===== config.mk =====
export PLATFORM = sky130hd
export DESIGN_NAME = trace_packer
export DESIGN_NICKNAME = d
export VERILOG_FILES = /design/src/rtl/trace_packer.sv
export SDC_FILE = /design/constraint.sdc
export NUM_CORES = 1
export LEC_CHECK = 0
export ABC_AREA = 0
export CAP_MARGIN = 20
export CELL_PAD_IN_SITES_DETAIL_PLACEMENT = 2
export CELL_PAD_IN_SITES_GLOBAL_PLACEMENT = 2
export CORE_UTILIZATION = 34
export DETAILED_ROUTE_END_ITERATION = 10
export GPL_TIMING_DRIVEN = 0
export PLACE_DENSITY = 0.86
export SLEW_MARGIN = 20
export SYNTH_ARGS = -nofsm -noshare
export SYNTH_HDL_FRONTEND = slang
export SYNTH_SLANG_ARGS = --single-unit

===== constraint.sdc =====
create_clock -name CLK_I -period 3.8 [get_ports CLK_I]
set_input_delay 0.95 -clock CLK_I [delete_from_list [all_inputs] [get_ports CLK_I]]
set_output_delay 0.95 -clock CLK_I [all_outputs]
set_load 0.02 [all_outputs]

===== src/rtl/trace_packer.sv =====
// Packs 2**NTRACE_I trace lanes into TRB_WIDTH-bit words for the trace logger,
// records the trigger position, and in streaming mode fetches words from memory
// and unpacks them back onto the stream lanes.
module trace_packer #(
  parameter int TRB_WIDTH       = 64,
  parameter int TRB_NTRACE_BITS = 3,
  parameter int MAX_LANES       = 8
) (
  input  logic                         CLK_I,
  input  logic                         RST_NI,
  input  logic                         MODE_I,
  input  logic [TRB_NTRACE_BITS-1:0]   NTRACE_I,
  input  logic [MAX_LANES-1:0]         TRACE_I,
  input  logic                         TRG_I,
  input  logic                         TRG_DELAYED_I,
  output logic                         TRG_EVENT_O,
  output logic [$clog2(TRB_WIDTH)-1:0] EVENT_POS_O,
  output logic [TRB_WIDTH-1:0]         DATA_O,
  output logic                         STORE_O,
  input  logic                         STORE_PERM_I,
  output logic                         OVERFLOW_O,
  output logic                         LOAD_REQUEST_O,
  input  logic                         LOAD_GRANT_I,
  input  logic [TRB_WIDTH-1:0]         DATA_I,
  output logic [MAX_LANES-1:0]         STREAM_O,
  output logic                         STREAM_VALID_O
);

  localparam int POS_W   = $clog2(TRB_WIDTH);
  localparam int CNT_W   = POS_W + 1;
  localparam int LOG_MAX = $clog2(MAX_LANES);

  // Configuration captured at word boundaries
  logic                 cfg_mode_reg;
  logic [CNT_W-1:0]     cfg_lanes_reg;

  // Capture side
  logic [POS_W-1:0]     fill_cnt_reg;
  logic [TRB_WIDTH-1:0] cap_reg;

  // Playback side
  logic [TRB_WIDTH-1:0] act_data_reg;
  logic                 act_valid_reg;
  logic [TRB_WIDTH-1:0] nxt_data_reg;
  logic                 nxt_valid_reg;
  logic                 pending_reg;
  logic [POS_W-1:0]     play_idx_reg;

  // Derived combinational signals
  logic [CNT_W-1:0]     in_lanes;
  logic                 at_boundary;
  logic                 eff_mode;
  logic [CNT_W-1:0]     eff_lanes;
  logic [MAX_LANES-1:0] lane_mask;
  logic [MAX_LANES-1:0] sample;
  logic [TRB_WIDTH-1:0] ins_data;
  logic [TRB_WIDTH-1:0] ins_mask;
  logic [TRB_WIDTH-1:0] cap_next;
  logic [CNT_W-1:0]     fill_sum;
  logic                 capture_en;
  logic                 word_done;
  logic [CNT_W-1:0]     play_sum;
  logic                 play_wrap;
  logic [MAX_LANES-1:0] stream_next;
  logic                 grant_take;
  logic                 req_fire;

  // Lane count requested on the inputs: 2**NTRACE_I, clamped to the lane bus width
  always_comb begin
    in_lanes = CNT_W'(MAX_LANES);
    if (int'(NTRACE_I) < LOG_MAX) in_lanes = CNT_W'(1) << NTRACE_I;
  end

  // At a word boundary the live inputs apply immediately, so a word never mixes lane counts
  assign at_boundary = (fill_cnt_reg == '0);
  assign eff_mode    = at_boundary ? MODE_I   : cfg_mode_reg;
  assign eff_lanes   = at_boundary ? in_lanes : cfg_lanes_reg;

  for (genvar gi = 0; gi < MAX_LANES; gi++) begin : g_lane_mask
    assign lane_mask[gi] = (CNT_W'(gi) < eff_lanes);
  end

  assign sample     = TRACE_I & lane_mask;
  assign ins_data   = TRB_WIDTH'(sample) << fill_cnt_reg;
  assign ins_mask   = TRB_WIDTH'(lane_mask) << fill_cnt_reg;
  assign cap_next   = (cap_reg & ~ins_mask) | ins_data;
  assign fill_sum   = {1'b0, fill_cnt_reg} + eff_lanes;
  assign capture_en = !TRG_DELAYED_I;
  assign word_done  = capture_en && (fill_sum == CNT_W'(TRB_WIDTH));

  assign play_sum    = {1'b0, play_idx_reg} + eff_lanes;
  assign play_wrap   = (play_sum == CNT_W'(TRB_WIDTH));
  assign stream_next = MAX_LANES'(act_data_reg >> play_idx_reg) & lane_mask;
  assign grant_take  = LOAD_GRANT_I && pending_reg;
  assign req_fire    = !nxt_valid_reg && !pending_reg;

  // Config latch and sample packing; everything freezes once the post-trigger window closes
  always_ff @(posedge CLK_I or negedge RST_NI) begin
    if (!RST_NI) begin
      cfg_mode_reg  <= 1'b0;
      cfg_lanes_reg <= CNT_W'(1);
      fill_cnt_reg  <= '0;
      cap_reg       <= '0;
    end else begin
      if (at_boundary) begin
        cfg_mode_reg  <= MODE_I;
        cfg_lanes_reg <= in_lanes;
      end
      if (capture_en) begin
        cap_reg      <= cap_next;
        fill_cnt_reg <= fill_sum[POS_W-1:0];
      end
    end
  end

  // Hand completed words to the logger, or flag a drop if it cannot take them
  always_ff @(posedge CLK_I or negedge RST_NI) begin
    if (!RST_NI) begin
      DATA_O     <= '0;
      STORE_O    <= 1'b0;
      OVERFLOW_O <= 1'b0;
    end else begin
      STORE_O <= 1'b0;
      if (word_done) begin
        DATA_O <= cap_next;
        if (STORE_PERM_I) STORE_O    <= 1'b1;
        else              OVERFLOW_O <= 1'b1;
      end
    end
  end

  // Remember where in the word the first trigger sample landed
  always_ff @(posedge CLK_I or negedge RST_NI) begin
    if (!RST_NI) begin
      TRG_EVENT_O <= 1'b0;
      EVENT_POS_O <= '0;
    end else if (TRG_I && !TRG_EVENT_O) begin
      TRG_EVENT_O <= 1'b1;
      EVENT_POS_O <= fill_cnt_reg;
    end
  end

  // Streaming: keep the next-word slot filled from memory and unpack the active word
  always_ff @(posedge CLK_I or negedge RST_NI) begin
    if (!RST_NI) begin
      act_data_reg   <= '0;
      act_valid_reg  <= 1'b0;
      nxt_data_reg   <= '0;
      nxt_valid_reg  <= 1'b0;
      pending_reg    <= 1'b0;
      play_idx_reg   <= '0;
      LOAD_REQUEST_O <= 1'b0;
      STREAM_O       <= '0;
      STREAM_VALID_O <= 1'b0;
    end else if (!eff_mode) begin
      // Trace-buffer mode: playback state is flushed and any outstanding request forgotten
      act_valid_reg  <= 1'b0;
      nxt_valid_reg  <= 1'b0;
      pending_reg    <= 1'b0;
      play_idx_reg   <= '0;
      LOAD_REQUEST_O <= 1'b0;
      STREAM_VALID_O <= 1'b0;
    end else begin
      LOAD_REQUEST_O <= req_fire;
      if (act_valid_reg) begin
        STREAM_O       <= stream_next;
        STREAM_VALID_O <= 1'b1;
        if (play_wrap) begin
          // Swap in the next word without a bubble when it is already here
          play_idx_reg  <= '0;
          act_data_reg  <= nxt_data_reg;
          act_valid_reg <= nxt_valid_reg;
          nxt_valid_reg <= 1'b0;
        end else begin
          play_idx_reg <= play_sum[POS_W-1:0];
        end
      end else begin
        // Underrun: valid drops, STREAM_O keeps its last value
        STREAM_VALID_O <= 1'b0;
        if (nxt_valid_reg) begin
          act_data_reg  <= nxt_data_reg;
          act_valid_reg <= 1'b1;
          nxt_valid_reg <= 1'b0;
          play_idx_reg  <= '0;
        end
      end
      // A grant lands after any transfer above so the old next word is never lost
      if (grant_take) begin
        nxt_data_reg  <= DATA_I;
        nxt_valid_reg <= 1'b1;
        pending_reg   <= 1'b0;
      end else if (req_fire) begin
        pending_reg <= 1'b1;
      end
    end
  end

endmodule


==> results of run 1 <==
-- critical path, cell delays in order, from the launching register on --
cell,delay [ns]
sky130_fd_sc_hd__dfrtp_2,0.45
sky130_fd_sc_hd__nor4_4,0.29
sky130_fd_sc_hd__buf_6,0.18
sky130_fd_sc_hd__buf_8,0.13
sky130_fd_sc_hd__nand2_8,0.07
sky130_fd_sc_hd__o21ai_4,0.22
sky130_fd_sc_hd__buf_6,0.14
sky130_fd_sc_hd__buf_4,0.10
sky130_fd_sc_hd__inv_1,0.05
sky130_fd_sc_hd__fa_2,0.35
sky130_fd_sc_hd__nand2b_4,0.18
sky130_fd_sc_hd__a21oi_4,0.20
sky130_fd_sc_hd__buf_4,0.14
sky130_fd_sc_hd__a21oi_1,0.04
sky130_fd_sc_hd__nand3b_1,0.25
sky130_fd_sc_hd__nor3_4,0.25
sky130_fd_sc_hd__buf_6,0.20
sky130_fd_sc_hd__buf_12,0.14
sky130_fd_sc_hd__mux2i_1,0.21
sky130_fd_sc_hd__o21ai_0,0.15
-- power breakdown --
part	switching, mW	internal (mW)	leakage [nW]
combinational	7.23	4.76	4.28
sequential	1.25	4.58	3.76
clock	1.47	2.02	0.550
-- layer usage --
| layer | wire (µm) | global-route usage |
|---|---|---|
| met3 | 3690 | 0.0366 |
| met4 | 2640 | 0.111 |
| met2 | 38500 | 0.526 |
| met5 | 0 | 0 |
| met1 | 31000 | 0.373 |
-- cell families (layout without fill, tap and decap cells) --
group	count (synthesis)	after routing	share of synthesized area
fa+ha+maj	13	13	0.0108
buf+inv	134	421	0.0353
simple gates	277	277	0.0790
xor+xnor	9	9	0.00481
flops	298	298	0.455
mux	299	299	0.225
other cells	0	2	0
compound gates	482	482	0.190
-- worst paths after layout --
path	startpoint	end	slack (ns)	cells past startpoint
min in group CLK_I	DATA_O[62]	DATA_O[62]	0.49	1
worst min-delay path	RST_NI	cap_reg[21]	0.33	1
worst max register to register	fill_cnt_reg[4]	DATA_O[28]	-0.10	19
max in group asynchronous	RST_NI	act_data_reg[55]	2.34	3
worst max-delay path	fill_cnt_reg[4]	DATA_O[28]	-0.10	19
worst min register to register	DATA_O[62]	DATA_O[62]	0.49	1
-- per-stage QoR --
| stage | setup WS [ns] | setup TNS, ns | total power [mW] | std cells | cell area [µm²] |
|---|---|---|---|---|---|
| final | -0.101 | -2.77 | 21.3 | 2416 | 21600 |
| after global routing | -0.225 | -14.16 | 22.1 | 2416 | 21600 |
| after CTS | -0.0974 | -2.41 | 20.5 | 2391 | 21100 |
| after detailed placement | -1.42 | -189.58 | 16.1 | 2294 | 19000 |
| after global placement | -11.05 | -3452.66 | 15.5 | 2291 | 18900 |
| after floorplan | -0.00863 | -0.429 | 11.8 | 1512 | 16500 |
-- timing repair --
| action | in CTS | in global routing |
|---|---|---|
| gates cloned | 3 | 5 |
| endpoints found under the setup margin | 199 | 134 |
| pin swaps | 19 | 24 |
| setup buffers | 39 | 22 |
| resized for setup | 132 | 61 |
-- cell usage after synthesis (12+ instances only) --
cell / instances / share of area
sky130_fd_sc_hd__a21o_1: 12 / 0.0055
sky130_fd_sc_hd__mux2i_1: 84 / 0.051
sky130_fd_sc_hd__o21ai_0: 193 / 0.059
sky130_fd_sc_hd__mux2_2: 177 / 0.12
sky130_fd_sc_hd__nand3_1: 25 / 0.0076
sky130_fd_sc_hd__nand4_1: 13 / 0.0050
sky130_fd_sc_hd__nor2_1: 80 / 0.018
sky130_fd_sc_hd__mux4_2: 38 / 0.052
sky130_fd_sc_hd__a22oi_1: 18 / 0.0082
sky130_fd_sc_hd__buf_2: 37 / 0.011
sky130_fd_sc_hd__a21oi_1: 57 / 0.017
sky130_fd_sc_hd__a31oi_1: 26 / 0.0099
sky130_fd_sc_hd__o211ai_1: 41 / 0.019
sky130_fd_sc_hd__clkbuf_1: 58 / 0.013
sky130_fd_sc_hd__inv_1: 20 / 0.0046
sky130_fd_sc_hd__nand2_1: 97 / 0.022
sky130_fd_sc_hd__dfrtp_1: 297 / 0.45
sky130_fd_sc_hd__o21a_1: 29 / 0.013
-- layout make-up --
| cell class | count | share of cell area |
|---|---|---|
| plain buffers | 105 | 0.0333 |
| inverters | 23 | 0.00401 |
| clock inverters | 11 | 0.00714 |
| flip-flops and latches | 298 | 0.346 |
| well taps | 615 | 0.0357 |
| diodes | 2 | 0.000232 |
| repair buffers | 236 | 0.115 |
| clock buffers | 46 | 0.0454 |
| multi-input cells | 1080 | 0.413 |
==> results.toml, run 1 <==
[synthesis]
synth-edff-count = 0
ys_seq_area_frac = 0.455
ys_types = 83
synth_async_sr_flop_share = 1.00
postSynthRegisterBits = 298
synth_warnings = 0
syn-num-nets = 1607
most_used_flip_flop_cell_after_synthesis = "sky130_fd_sc_hd__dfrtp_1"
avgSynthCellArea_um2 = 10.8
syn_area_um2 = 16400
post_synth_inst_count = 1512

[detailed_routing]
initialDrtViolationCount = 1106
drt.antenna.violating_nets = 0
drc_errors = 0
post_dr_vias_cell = 6.14
wire_length_per_cell_after_detailed_routing_um = 31.4
dr.pass1.iters = 5
vias = 14800
finalWirelength_um = 75900

[sta]
period_share = 1.03
fin_worst_skew_ns = 0.0283
clock.fmax_ghz = 0.256
setup_repair_after_global_routing_missed_its_margin = "true"
slew_worst_pin_ns = 1.11
finalSetupViolCount = 83
fin_hold_ws_ns = 0.329
final.setup.worst_slack_ns = -0.101
slew_viol_final = 0
finalWorstPathRequiredPeriod_ns = 3.90
max_slew_margin = 0.258
report.final.hold_viol_count = 0

[clock_network]
clk_pin_slew_worst_paths_ns = 0.06
htree_num_levels = 2
clockBufferDepth = 3
ctsHoldBuffers = 0
insertion_delay_ns = 0.56
clock-root-buffer = "sky130_fd_sc_hd__clkbuf_16"
clock_tree_from_tritoncts = "done"
cts_made_buffers = 36
clock-sinks = 298

[run_status]
outcome = "finished with violations"
violations = "setup timing"

[layout]
ff_latch_area_um2 = 7460
fill_cells = 4805
final_common_cell = "sky130_fd_sc_hd__dfrtp_1"
multi_input_area_um2 = 8900
final_util = 0.452
area_delta_synth_final_pct = 31.4
layout_common_cells = "293 x sky130_fd_sc_hd__dfrtp_1, 186 x sky130_fd_sc_hd__o21ai_0, 160 x sky130_fd_sc_hd__clkdlybuf4s50_1"
design.final.nets = 1875
drive_above_1_share = 0.262

[flow_run]
max_cap_viol_count = 0

[place]
hpwl_um = 51900
quantity_of_i_o_buffers_inserted_on_ports = 164
routabilityCongestion = 0.977

[die]
core_um2 = 47600
dieHeight_um = 222
floorplan.initialDensity = 0.344
die-width_um = 222
pin_count = 165
count_of_standard_cell_rows = 80
total_die_area_um2 = 49100

[critical_path]
worstSetupEndpointType = "register"
critPathArrivalTime_ns = 4.30
largest_driver_fanout_on_the_critical_path = 5
critPathKind = "register to register"
crit_required_ns = 4.20
setup.worst_path.start_class = "register"

[global_routing]
global_route_wire_length_before_repair_um = 110000
grt_use_total = 0.298
grt_overflow = 0
antenna_found_initial = 2
grt_start_max_net_pins = 99
via_count_of_the_first_global_routing_pass = 16400

[pwr]
total_leakage_power_nw = 8.59
power_per_cell_area_nw_per_um2 = 989
max_rail_drop_vdd_mv = 0.434

[min_path]
worst_hold_path_type = "primary input to async pin"
Power figures use the tool's default switching activity.
==> run 2, diff against run 1 <==
- CORE_UTILIZATION: 34 -> 38
- PLACE_DENSITY: 0.86 -> 0.9
- clock period: 3.8 -> 4.4 ns (I/O delays scaled with it)
==> results.toml, run 2 (synthesized netlist as in run 1, its figures left out) <==
[die]
total_die_area_um2 = 44000
die-width_um = 210
core_um2 = 42200
dieHeight_um = 210
floorplan.initialDensity = 0.388
count_of_standard_cell_rows = 75
pin_count = 165

[clock_network]
insertion_delay_ns = 0.58
clockBufferDepth = 3
clk_pin_slew_worst_paths_ns = 0.07
clock_tree_from_tritoncts = "done"
clock-root-buffer = "sky130_fd_sc_hd__clkbuf_16"
clock-sinks = 298
htree_num_levels = 2
cts_made_buffers = 36

[detailed_routing]
dr.pass1.iters = 6
finalWirelength_um = 74500
post_dr_vias_cell = 6.49
vias = 14900
drc_errors = 0
wire_length_per_cell_after_detailed_routing_um = 32.4
drt.antenna.violating_nets = 0
initialDrtViolationCount = 1232

[layout]
design.final.nets = 1824
layout_common_cells = "295 x sky130_fd_sc_hd__dfrtp_1, 190 x sky130_fd_sc_hd__o21ai_0, 177 x sky130_fd_sc_hd__mux2_2"
area_delta_synth_final_pct = 24.5
drive_above_1_share = 0.223
final_common_cell = "sky130_fd_sc_hd__dfrtp_1"
finalInstanceArea_um2 = 20400

[global_routing]
grt_overflow = 0
grt_start_max_net_pins = 94
antenna_found_initial = 1
grt_use_total = 0.341
global_route_wire_length_before_repair_um = 112000
via_count_of_the_first_global_routing_pass = 16900

[min_path]
worst_hold_path_type = "primary input to async pin"

[sta]
period_share = 0.987
fin_hold_ws_ns = 0.457
finalSetupViolCount = 0
max_slew_margin = 0.163
final.setup.worst_slack_ns = 0.0587
slew_worst_pin_ns = 1.24
report.final.hold_viol_count = 0
fin_worst_skew_ns = 0.0286
clock.fmax_ghz = 0.230
setup_total_negative_slack_ns = 0
slew_viol_final = 0
finalWorstPathRequiredPeriod_ns = 4.34

[place]
placedInstanceArea_um2 = 18800
hpwl_um = 52800
preCtsSetupSlack_ns = -1.80
quantity_of_i_o_buffers_inserted_on_ports = 164
routabilityCongestion = 0.974

[run_status]
outcome = "finished, final reports clean"

[critical_path]
setup.worst_path.start_class = "register"
critPathArrivalTime_ns = 4.71
largest_driver_fanout_on_the_critical_path = 10
crit_required_ns = 4.77
critPathKind = "register to register"
worstSetupEndpointType = "register"

[pwr]
finalPower_mw = 18.0
total_leakage_power_nw = 8.17
power_per_cell_area_nw_per_um2 = 880
max_rail_drop_vdd_mv = 0.405

[flow_run]
max_cap_viol_count = 0
[run 2: changes by cell type in the layout (fill, tap and decap cells not counted), moves of 5 or more]
cell | before | now
sky130_fd_sc_hd__mux2_2 | 139 | 177
sky130_fd_sc_hd__mux2_4 | 38 | 0
sky130_fd_sc_hd__buf_4 | 53 | 26
sky130_fd_sc_hd__buf_12 | 15 | 2
sky130_fd_sc_hd__buf_6 | 14 | 6
sky130_fd_sc_hd__clkbuf_8 | 4 | 10
sky130_fd_sc_hd__a22oi_1 | 13 | 18
sky130_fd_sc_hd__a22oi_2 | 7 | 2
sky130_fd_sc_hd__clkbuf_16 | 42 | 37
[run 2: layout make-up]
cell class	count	area [µm²]
Clock buffer	48	1060
Sequential cell	298	7460
Timing Repair Buffer	181	1870
Fill cell	4218	21800
Antenna cell	1	2.50
Clock inverter	16	204
Multi-Input combinational cell	1080	8510
Tap cell	539	674
Buffer	109	552
Inverter	23	86.3
[run 2: what timing repair did]
item / 4_1_cts / 5_1_grt
pin swaps: 7 / 6
cloned: 1 / 0
endpoints found under the setup margin: 167 / 129
gates resized for setup: 43 / 21
hold buffers: 0 / 0
buffers inserted: 10 / 3
[run 2: final timing paths]
check / depth (start not counted) / slack (ns) / endpoint / from
worst max-delay path: 17 / 0.06 / DATA_O[8] / fill_cnt_reg[2]
worst min-delay path: 1 / 0.46 / TRG_EVENT_O / RST_NI
worst max register to register: 17 / 0.06 / DATA_O[8] / fill_cnt_reg[2]
worst min register to register: 1 / 0.49 / DATA_O[46] / DATA_O[46]
max in group asynchronous: 3 / 2.72 / nxt_data_reg[55] / RST_NI
min in group CLK_I: 1 / 0.49 / DATA_O[46] / DATA_O[46]
[run 2: power by group]
part,internal [mW],total (mW),switching (mW)
logic,3.57,9.67,6.11
registers,3.95,5.02,1.07
clock network,1.93,3.26,1.33
[run 2: worst max-delay path, cell delays in order (launching register included)]
cell and delay, ns:
sky130_fd_sc_hd__dfrtp_1 0.42, sky130_fd_sc_hd__buf_2 0.24, sky130_fd_sc_hd__nor4_4 0.20, sky130_fd_sc_hd__buf_2 0.39, sky130_fd_sc_hd__nand3_4 0.24, sky130_fd_sc_hd__nand2_4 0.14
sky130_fd_sc_hd__ha_2 0.22, sky130_fd_sc_hd__inv_1 0.06, sky130_fd_sc_hd__fa_1 0.43, sky130_fd_sc_hd__nand2b_2 0.25, sky130_fd_sc_hd__a21oi_4 0.21, sky130_fd_sc_hd__a21oi_1 0.08
sky130_fd_sc_hd__nand3b_1 0.24, sky130_fd_sc_hd__nor3_4 0.28, sky130_fd_sc_hd__buf_12 0.16, sky130_fd_sc_hd__buf_6 0.18, sky130_fd_sc_hd__mux2i_1 0.22, sky130_fd_sc_hd__o21ai_0 0.16
[run 2: stage by stage]
step	util	std cells
CTS	0.482	2292
finish	0.483	2295
detailed placement	0.445	2218
global placement	0.443	2215
floorplan	-	1512
global route	0.483	2295
[run 2: routing by layer]
| layer | up-vias | part of all wire | track usage |
|---|---|---|---|
| li1 | 6110 | - | - |
| met1 | 7859 | 0.39 | 0.415 |
| met2 | 706 | 0.50 | 0.590 |
| met3 | 231 | 0.062 | 0.0593 |
| met4 | 0 | 0.046 | 0.154 |
| met5 | - | 0 | 0 |
